==> src/rtl/page_walker.sv <==
// page_walker: multi-level page-table walker servicing one TLB miss at a time.
// It issues one PTE read per level, then returns a translation or a fault to the TLB.
module page_walker #(
    parameter int SADDR  = 64,  // address width
    parameter int SPAGE  = 12,  // page-offset width
    parameter int SPCID  = 12,  // process-context identifier width
    parameter int LEVELS = 3,   // page-table levels
    parameter int SIDX   = 9    // VA index bits per level
) (
    input  logic             clk,
    input  logic             rst,
    input  logic             flush,
    input  logic [SADDR-1:0] root_base,
    input  logic             req_valid,
    output logic             req_ready,
    input  logic [SADDR-1:0] req_va,
    input  logic [SPCID-1:0] req_pcid,
    output logic             mem_req_valid,
    input  logic             mem_req_ready,
    output logic [SADDR-1:0] mem_req_addr,
    input  logic             mem_resp_valid,
    input  logic [SADDR-1:0] mem_resp_data,
    output logic             fill_valid,
    input  logic             fill_ready,
    output logic [SADDR-1:0] fill_va,
    output logic [SPCID-1:0] fill_pcid,
    output logic [SADDR-1:0] fill_pa,
    output logic             fill_fault,
    output logic             busy
);
    localparam int LW = (LEVELS > 1) ? $clog2(LEVELS) : 1;

    typedef enum logic [2:0] {IDLE, REQ, WAIT, DONE, DRAIN} state_t;

    state_t           state, state_nx;
    logic [SADDR-1:0] va_q, va_nx;
    logic [SPCID-1:0] pcid_q, pcid_nx;
    logic [SADDR-1:0] base_q, base_nx;
    logic [LW-1:0]    lvl_q, lvl_nx;
    logic [SADDR-1:0] pa_q, pa_nx;
    logic             fault_q, fault_nx;

    logic [SADDR-1:0] va_shift;
    logic [SIDX-1:0]  idx;
    logic             last;
    logic             unused_pte_bits;

    // Index for the current level: the top level uses the most significant VA slice.
    assign va_shift = va_q >> (SPAGE + SIDX * (LEVELS - 1 - int'(lvl_q)));
    assign idx      = va_shift[SIDX-1:0];
    assign last     = (lvl_q == LW'(LEVELS - 1));

    // PTE flag bits between the leaf bit and the PPN carry no meaning here.
    assign unused_pte_bits = ^mem_resp_data[SPAGE-1:2];

    assign req_ready     = (state == IDLE) && !rst && !flush;
    assign mem_req_valid = (state == REQ);
    assign mem_req_addr  = base_q + {{(SADDR-SIDX-3){1'b0}}, idx, 3'b000};
    assign fill_valid    = (state == DONE);
    assign fill_va       = va_q;
    assign fill_pcid     = pcid_q;
    assign fill_pa       = pa_q;
    assign fill_fault    = fault_q;
    assign busy          = (state != IDLE);

    // Walk state register and captured request/translation context.
    always_ff @(posedge clk) begin
        if (rst) begin
            state   <= IDLE;
            va_q    <= '0;
            pcid_q  <= '0;
            base_q  <= '0;
            lvl_q   <= '0;
            pa_q    <= '0;
            fault_q <= 1'b0;
        end else begin
            state   <= state_nx;
            va_q    <= va_nx;
            pcid_q  <= pcid_nx;
            base_q  <= base_nx;
            lvl_q   <= lvl_nx;
            pa_q    <= pa_nx;
            fault_q <= fault_nx;
        end
    end

    // Next-state and datapath updates; flush is checked before any other event.
    always_comb begin
        state_nx = state;
        va_nx    = va_q;
        pcid_nx  = pcid_q;
        base_nx  = base_q;
        lvl_nx   = lvl_q;
        pa_nx    = pa_q;
        fault_nx = fault_q;
        case (state)
            IDLE: begin
                if (req_valid && req_ready) begin
                    va_nx    = req_va;
                    pcid_nx  = req_pcid;
                    base_nx  = root_base;
                    lvl_nx   = '0;
                    pa_nx    = '0;
                    fault_nx = 1'b0;
                    state_nx = REQ;
                end
            end
            REQ: begin
                // A read accepted in the same cycle as flush still returns data later.
                if (flush)              state_nx = mem_req_ready ? DRAIN : IDLE;
                else if (mem_req_ready) state_nx = WAIT;
            end
            WAIT: begin
                if (flush) begin
                    state_nx = mem_resp_valid ? IDLE : DRAIN;
                end else if (mem_resp_valid) begin
                    if (!mem_resp_data[0] || (mem_resp_data[1] != last)) begin
                        // Invalid PTE, superpage leaf, or non-leaf at the last level.
                        pa_nx    = '0;
                        fault_nx = 1'b1;
                        state_nx = DONE;
                    end else if (last) begin
                        pa_nx    = {mem_resp_data[SADDR-1:SPAGE], va_q[SPAGE-1:0]};
                        fault_nx = 1'b0;
                        state_nx = DONE;
                    end else begin
                        base_nx  = {mem_resp_data[SADDR-1:SPAGE], {SPAGE{1'b0}}};
                        lvl_nx   = lvl_q + LW'(1);
                        state_nx = REQ;
                    end
                end
            end
            DONE: begin
                if (flush || fill_ready) state_nx = IDLE;
            end
            DRAIN: begin
                if (!flush && mem_resp_valid) state_nx = IDLE;
            end
            default: state_nx = IDLE;
        endcase
    end

endmodule

==> config.mk <==
export PLATFORM = sky130hd
export DESIGN_NAME = page_walker
export DESIGN_NICKNAME = d
export VERILOG_FILES = /design/src/rtl/page_walker.sv
export SDC_FILE = /design/constraint.sdc
export NUM_CORES = 1
export LEC_CHECK = 0
export ABC_AREA = 1
export CAP_MARGIN = 30
export CORE_ASPECT_RATIO = 1.5
export CORE_MARGIN = 3
export CORE_UTILIZATION = 44
export DETAILED_ROUTE_END_ITERATION = 10
export PLACE_DENSITY = 0.78
export REMOVE_ABC_BUFFERS = 1
export SYNTH_ARGS = -nofsm -noshare
export SYNTH_HDL_FRONTEND = slang
export SYNTH_SLANG_ARGS = --single-unit
==> constraint.sdc <==
create_clock -name clk -period 4.9 [get_ports clk]
set_clock_uncertainty 0.05 [all_clocks]
set_input_delay 1.225 -clock clk [delete_from_list [all_inputs] [get_ports clk]]
set_output_delay 1.225 -clock clk [all_outputs]
set_load 0.01 [all_outputs]
==> impl_metrics.py, run 1 <==
metrics = {
    "sta": {
        "fin_crit_sh": 1.074,
        "rsz0062_at_grt": "yes",
        "hold_viol": 0,
        "finalSetupTns_ns": -14.36,
        "fin_ws_ns": -0.3613,
        "slew_viol_final": 0,
        "holdWs_ns": 0.4284,
        "setup_violations": 55,
        "fin_crit_ns": 5.261,
        "relSlewSlack": 0.3781,
        "tightest_slew_ns": 0.9328,
        "fmax_mhz": 190.1,
    },
    "route": {
        "totalWireLength_microns": 63900,
        "ant_nets": 0,
        "drt_pass1_iterations": 6,
        "drt-initial-drc-count": 1071,
        "via_count": 18316,
        "viasPerCell": 5.432,
        "wire_per_inst_microns": 18.95,
        "drc": 0,
    },
    "floorplanning": {
        "coreArea_sq_um": 31930,
        "die_h_microns": 226.6,
        "dieWidth_microns": 153.1,
        "rows": 80,
        "design.portCount": 420,
        "die_area_sq_um": 34690,
        "start_util": 0.4471,
    },
    "clock_tree": {
        "htreeDepth": 1,
        "cts_tree": "built",
        "cts-buffers-inserted": 22,
        "clk_path_buf_depth": 3,
        "cts_hold_buf": 0,
        "cts.sinks": 210,
        "insertion_delay_ns": 0.55,
        "ctsRootBufferMaster": "clkbuf_16",
        "clk_pin_slew_ns": 0.06,
    },
    "worst_setup_path": {
        "critPathMostFrequentCell": "nand3_2",
        "setup.worst_path.start": "lvl_q[0]$_SDFFE_PP0P_",
        "ff2ff_path_depth": 11,
        "reg2reg_slack_ns": 1.90,
        "critPathMaxFanout": 7,
        "crit_end": "mem_req_addr[17]",
        "critPathCaptureType": "output port",
        "path_class": "reg2out",
        "critPathLaunchType": "flop",
        "arrival_ns": 3.99,
        "r2r_start": "state[0]$_SDFFE_PP0P_",
        "crit_slowest_cell": "dfxtp_4",
        "required_ns": 3.62,
        "timing.rr.end": "fill_fault$_SDFFE_PP0P_",
        "max_stage_delay_ns": 0.38,
    },
    "synthesis": {
        "yosysTopAreaCell": "dfxtp_1",
        "synthArstFlopShare": 0,
        "netlist_area_sq_um": 14280,
        "yosysTopAreaCellShare": 0.2945,
        "ys_seq_elements": 210,
        "synthFlopType": "dfxtp_1",
        "synth.area.top_cells": "dfxtp_1 29%, nand2_1 20%, nor2_1 13%",
        "netlist_instances": 2468,
        "yosysUniqueCellTypes": 42,
        "ys_warn_count": 0,
        "avgSynthCellArea_sq_um": 5.785,
        "synth_edf_count": 0,
        "yosysMostFrequentCell": "nand2_1",
        "synth_commonest_cells": "767 x nand2_1, 489 x nor2_1, 320 x nand3_1",
        "ys_seq_area_frac": 0.2945,
    },
    "final_layout": {
        "drive_gt1_frac": 0.1889,
        "area_growth_pct": 54.93,
        "postLayoutCoreUtil": 0.6927,
        "nFillCells": 2817,
        "regArea_sq_um": 4208,
        "multi_input_area_sq_um": 10210,
        "final_net_count": 3170,
    },
    "grt": {
        "gr-usage-all-layers": 0.3325,
        "grt-ovfl-total": 0,
        "grt_max_degree": 209,
        "grt_antenna_before_repair": 4,
        "first_global_vias": 17533,
        "grt_pass1_wl_microns": 92970,
    },
    "power": {
        "p_switching_uw": 3225,
        "ir_drop_mv": 0.3337,
        "p_comb_frac": 0.507,
        "pwr-share-clk": 0.217,
        "switching_share": 0.4047,
        "seq_power_share": 0.276,
        "p_int_uw": 4743,
        "power.density_nw_per_um2": 360.3,
        "power.leakage_uw": 0.009758,
    },
    "place": {
        "gp_congestion": 0.9879,
        "portBuffers": 409,
        "dp_hpwl_microns": 45340,
    },
    "min_path": {
        "min_path_type": "reg2reg",
    },
    "status": {
        "failed_checks": "setup timing",
        "status": "finished with violations",
    },
    "job": {
        "maxCapViolations": 0,
    },
}
## sequential cells by signal, indices dropped and copies added, names as in the netlist
signal / flops
fill_pa: 64
fill_va: 64
base_q: 64
state: 3
fill_fault: 1
lvl_q: 2
fill_pcid: 12
## power groups by stage
stage | clock network [uW] | registers [uW] | logic [uW]
6_report | 1730 | 2200 | 4040
5_1_grt | 1810 | 2220 | 4340
4_1_cts | 1750 | 2190 | 3510
3_5_place_dp | 0 | 2210 | 3250
3_3_place_gp | 0 | 2210 | 3210
2_1_floorplan | 0 | 2200 | 1570
## final cells by class
class | instances | share of cell area
Antenna cell | 2 | 0.0002263
Clock buffer | 30 | 0.02806
Clock inverter | 9 | 0.005204
Inverter | 156 | 0.02761
Multi-Input combinational cell | 1960 | 0.4617
Sequential cell | 210 | 0.1902
Tap cell | 410 | 0.02319
Timing Repair Buffer | 595 | 0.2638
## repair_timing
item	4_1_cts	5_1_grt
setup buffers	18	22
endpoints found under the setup margin	60	59
pin swaps	26	59
gates resized for setup	347	270
gates cloned	5	5
## kinds of logic after synthesis
group                    count (synthesis)  synth area share
buffers and inverters                  298           0.08896
flip-flops                             210            0.2945
adder cells (fa/ha/maj)                 14           0.01280
AO/OA/AOI/OAI                          209           0.07564
XOR/XNOR                                32           0.01963
AND/OR/NAND/NOR                       1705            0.5085
## worst min-delay path by stage
| stage | start | end | slack [ns] | cells after the start |
|---|---|---|---|---|
| 6_report | fill_va[21]$_SDFFE_PP0P_ | fill_va[21]$_SDFFE_PP0P_ | 0.43 | 2 |
| 5_1_grt | fill_pcid[10]$_SDFFE_PP0P_ | fill_pcid[10]$_SDFFE_PP0P_ | 0.46 | 2 |
| 4_1_cts | fill_va[21]$_SDFFE_PP0P_ | fill_va[21]$_SDFFE_PP0P_ | 0.43 | 2 |
| 3_5_place_dp | fill_va[21]$_SDFFE_PP0P_ | fill_va[21]$_SDFFE_PP0P_ | 0.42 | 2 |
| 3_3_place_gp | fill_pcid[11]$_SDFFE_PP0P_ | fill_pcid[11]$_SDFFE_PP0P_ | 0.41 | 2 |
| 2_1_floorplan | base_q[11]$_SDFFE_PP0P_ | base_q[11]$_SDFFE_PP0P_ | 0.41 | 2 |
## metrics by stage
step	power (uW)	cell area (sq um)	cells	worst slack (ns)
4_1_cts	7448	20960	3347	-0.3706
3_5_place_dp	5462	19470	3286	-0.4809
5_1_grt	8369	22120	3372	-0.5206
2_1_floorplan	3764	13590	2326	-3.866
6_report	7968	22120	3372	-0.3613
3_3_place_gp	5419	19450	3285	-0.4210
## critical path, delay by kind of cell (launching register included)
kind | cells | cell delay, ns
flip-flops | 1 | 0.38
AO/OA/AOI/OAI | 1 | 0.17
adder cells (fa/ha/maj) | 3 | 0.82
XOR/XNOR | 1 | 0.16
AND/OR/NAND/NOR | 11 | 0.77
buffers and inverters | 10 | 1.12
## cell usage in the layout (no fill, tap or decap), drive strengths merged, types with 5 or more instances in the layout
master,netlist,final
clkdlybuf4s50,0,349
clkbuf,66,37
dfxtp,210,210
clkinv,1,5
nor3,17,17
nor2,492,492
ha,13,13
inv,155,154
nand3b,65,65
xor2,28,28
a21oi,67,67
nand2,773,773
buf,76,233
nand3,321,321
o21ai,133,133
nand4,33,33
## layer usage
layer	vias up	GRT usage	part of all wire
met4	4	0.1783	0.071
met5	-	0	0.00053
met3	262	0.05156	0.062
met2	824	0.6382	0.52
met1	8396	0.3440	0.35
li1	8830	-	-
Power figures use the tool's default switching activity.
==> inputs of run 2 (changes only) <==
- ABC_AREA: 1 -> 0
- CELL_PAD_IN_SITES_DETAIL_PLACEMENT: default -> 1
- CELL_PAD_IN_SITES_GLOBAL_PLACEMENT: default -> 2
- CORE_UTILIZATION: 44 -> 23
- PLACE_DENSITY: 0.78 -> default
- PLACE_DENSITY_LB_ADDON: default -> 0.1
==> impl_metrics.py, run 2 <==
metrics = {
    "floorplanning": {
        "design.portCount": 420,
        "start_util": 0.2341,
        "die_area_sq_um": 58000,
        "die_h_microns": 293.5,
        "rows": 104,
        "coreArea_sq_um": 54130,
        "dieWidth_microns": 197.6,
    },
    "grt": {
        "gr-usage-all-layers": 0.2173,
        "first_global_vias": 15744,
        "grt-ovfl-total": 0,
        "grt_antenna_before_repair": 6,
        "grt_max_degree": 128,
        "grt_pass1_wl_microns": 97980,
    },
    "clock_tree": {
        "clk_path_buf_depth": 3,
        "cts-buffers-inserted": 27,
        "cts_hold_buf": 0,
        "cts.sinks": 210,
        "insertion_delay_ns": 0.54,
        "clk_pin_slew_ns": 0.06,
        "htreeDepth": 1,
        "ctsRootBufferMaster": "clkbuf_16",
        "cts_tree": "built",
    },
    "sta": {
        "rsz0062_at_grt": "yes",
        "slew_viol_final": 0,
        "fin_crit_sh": 1.263,
        "fin_crit_ns": 6.188,
        "hold_viol": 0,
        "tightest_slew_ns": 0.9835,
        "fin_ws_ns": -1.288,
        "setup_violations": 60,
        "relSlewSlack": 0.3419,
        "fmax_mhz": 161.6,
        "finalSetupTns_ns": -64.67,
    },
    "synthesis": {
        "synth.area.top_cells": "dfxtp_1 33%, nand2_1 11%, a21oi_1 6.8%",
        "yosysTopAreaCell": "dfxtp_1",
        "yosysTopAreaCellShare": 0.3318,
        "ys_seq_area_frac": 0.3318,
        "ys_seq_elements": 210,
        "netlist_instances": 1622,
        "ys_warn_count": 0,
        "avgSynthCellArea_sq_um": 7.811,
        "netlist_area_sq_um": 12670,
        "synth_commonest_cells": "379 x nand2_1, 210 x dfxtp_1, 173 x a21oi_1",
        "yosysUniqueCellTypes": 66,
        "synthFlopType": "dfxtp_1",
        "synth_edf_count": 0,
        "synthArstFlopShare": 0,
        "yosysMostFrequentCell": "nand2_1",
    },
    "route": {
        "viasPerCell": 5.006,
        "wire_per_inst_microns": 22.56,
        "via_count": 14563,
        "ant_nets": 0,
        "drc": 0,
        "drt-initial-drc-count": 560,
        "drt_pass1_iterations": 6,
        "totalWireLength_microns": 65620,
    },
    "worst_setup_path": {
        "critPathLaunchType": "flop",
        "timing.rr.end": "base_q[32]$_SDFFE_PP0P_",
        "critPathMaxFanout": 8,
        "r2r_start": "state[2]$_SDFFE_PP0P_",
        "path_class": "reg2out",
        "critPathCaptureType": "output port",
        "reg2reg_slack_ns": 2.10,
        "arrival_ns": 4.91,
        "required_ns": 3.62,
        "ff2ff_path_depth": 7,
    },
    "status": {
        "status": "finished with violations",
        "failed_checks": "setup timing",
    },
    "final_layout": {
        "drive_gt1_frac": 0.2717,
        "final_net_count": 2424,
        "design_area_sq_um": 21020,
        "final_common_cell": "nand2_1",
        "mostFrequentLayoutCells": "369 x nand2_1, 347 x clkdlybuf4s50_1, 250 x buf_4",
        "area_growth_pct": 65.91,
    },
    "power": {
        "power.leakage_uw": 0.008194,
        "ir_drop_mv": 0.2193,
        "power.density_nw_per_um2": 214.7,
        "total_power_uw": 4513,
    },
    "place": {
        "dp_hpwl_microns": 47480,
        "gp_congestion": 0.8818,
        "portBuffers": 409,
        "place_ws_ns": -1.518,
        "place_area_sq_um": 18950,
    },
    "min_path": {
        "holdCritStartpoint": "fill_pa[60]$_SDFFE_PP0P_",
        "min_to": "fill_pa[60]$_SDFFE_PP0P_",
        "min_path_type": "reg2reg",
        "holdPathStages": 2,
    },
    "job": {
        "maxCapViolations": 0,
    },
}
run 2: cell types whose count changed after synthesis, sizes merged, moves of 30 or more:
cell,previous run,this run
clkbuf,66,98
a21oi,67,173
a311oi,0,54
nor2,492,113
xnor2,4,44
nand2,773,379
inv,155,13
nand3,321,23
mux4,0,30
mux2i,0,48
nand4,33,72
o21ai,133,46
mux2,0,36
nand3b,65,13
run 2: cell type report:
cell class / instances / area, sq um
Inverter: 14 / 52.55
Antenna cell: 4 / 10.01
Clock inverter: 7 / 60.06
Sequential cell: 210 / 4207
Fill cell: 6372 / 33110
Clock buffer: 39 / 800.8
Multi-Input combinational cell: 1248 / 8612
Tap cell: 689 / 862.1
Timing Repair Buffer: 698 / 6416
run 2: metal layers:
metal	global-route usage	vias to the layer above	share of wire
li1	-	6937	-
met1	0.2345	7167	0.37
met2	0.4153	371	0.54
met3	0.05368	84	0.063
met4	0.06288	4	0.026
met5	0	-	0.00046
run 2: how the worst max path moves through the flow:
stage,slack [ns],endpoint,from
2_1_floorplan,-5.78,mem_req_addr[63],lvl_q[0]$_SDFFE_PP0P_
3_3_place_gp,-1.54,mem_req_addr[52],lvl_q[0]$_SDFFE_PP0P_
3_5_place_dp,-1.52,mem_req_addr[17],lvl_q[0]$_SDFFE_PP0P_
4_1_cts,-1.31,mem_req_addr[52],lvl_q[0]$_SDFFE_PP0P_
5_1_grt,-1.47,mem_req_addr[52],lvl_q[0]$_SDFFE_PP0P_
6_report,-1.29,mem_req_addr[52],lvl_q[0]$_SDFFE_PP0P_
run 2: what timing repair did:
item,CTS,global route
gates resized for setup,416,78
setup buffers,37,14
pin swaps,54,48
endpoints found under the setup margin,61,61
gates cloned,5,0
run 2: power breakdown:
group	leakage [uW]	total, uW	internal, uW	switching [uW]
registers	0.00170	1820	1760	62.5
logic	0.00606	711	378	334
clock network	0.000433	1980	1170	809
total	0.00819	4510	3310	1210
run 2: through the flow:
stage / hold WS [ns] / cells / util
2_1_floorplan: 0.4200 / 1472 / -
3_3_place_gp: 0.3889 / 2814 / 0.3499
3_5_place_dp: 0.3937 / 2815 / 0.3501
4_1_cts: 0.4022 / 2899 / 0.3803
5_1_grt: 0.4143 / 2908 / 0.3883
6_report: 0.4004 / 2909 / 0.3883
run 2: critical path, cell delays in order (launching register included):
cell,delay [ns]
dfxtp_2,0.33
inv_2,0.05
ha_4,0.30
buf_12,0.14
buf_12,0.14
buf_6,0.11
mux4_2,0.51
mux4_2,0.52
a21oi_2,0.19
o22ai_2,0.11
ha_4,0.22
buf_6,0.11
a21oi_4,0.11
and4b_2,0.28
o311ai_4,0.31
and2_4,0.27
nor2_4,0.05
buf_12,0.15
nand4_1,0.14
xnor2_2,0.14
buf_2,0.16
run 2: cells by family after synthesis:
logic type | Yosys count | synth area share
simple gates | 687 | 0.2454
compound gates | 370 | 0.1831
xor+xnor | 63 | 0.04355
fa+ha+maj | 14 | 0.01442
flops | 210 | 0.3318
mux | 114 | 0.1232
buf+inv | 164 | 0.05846
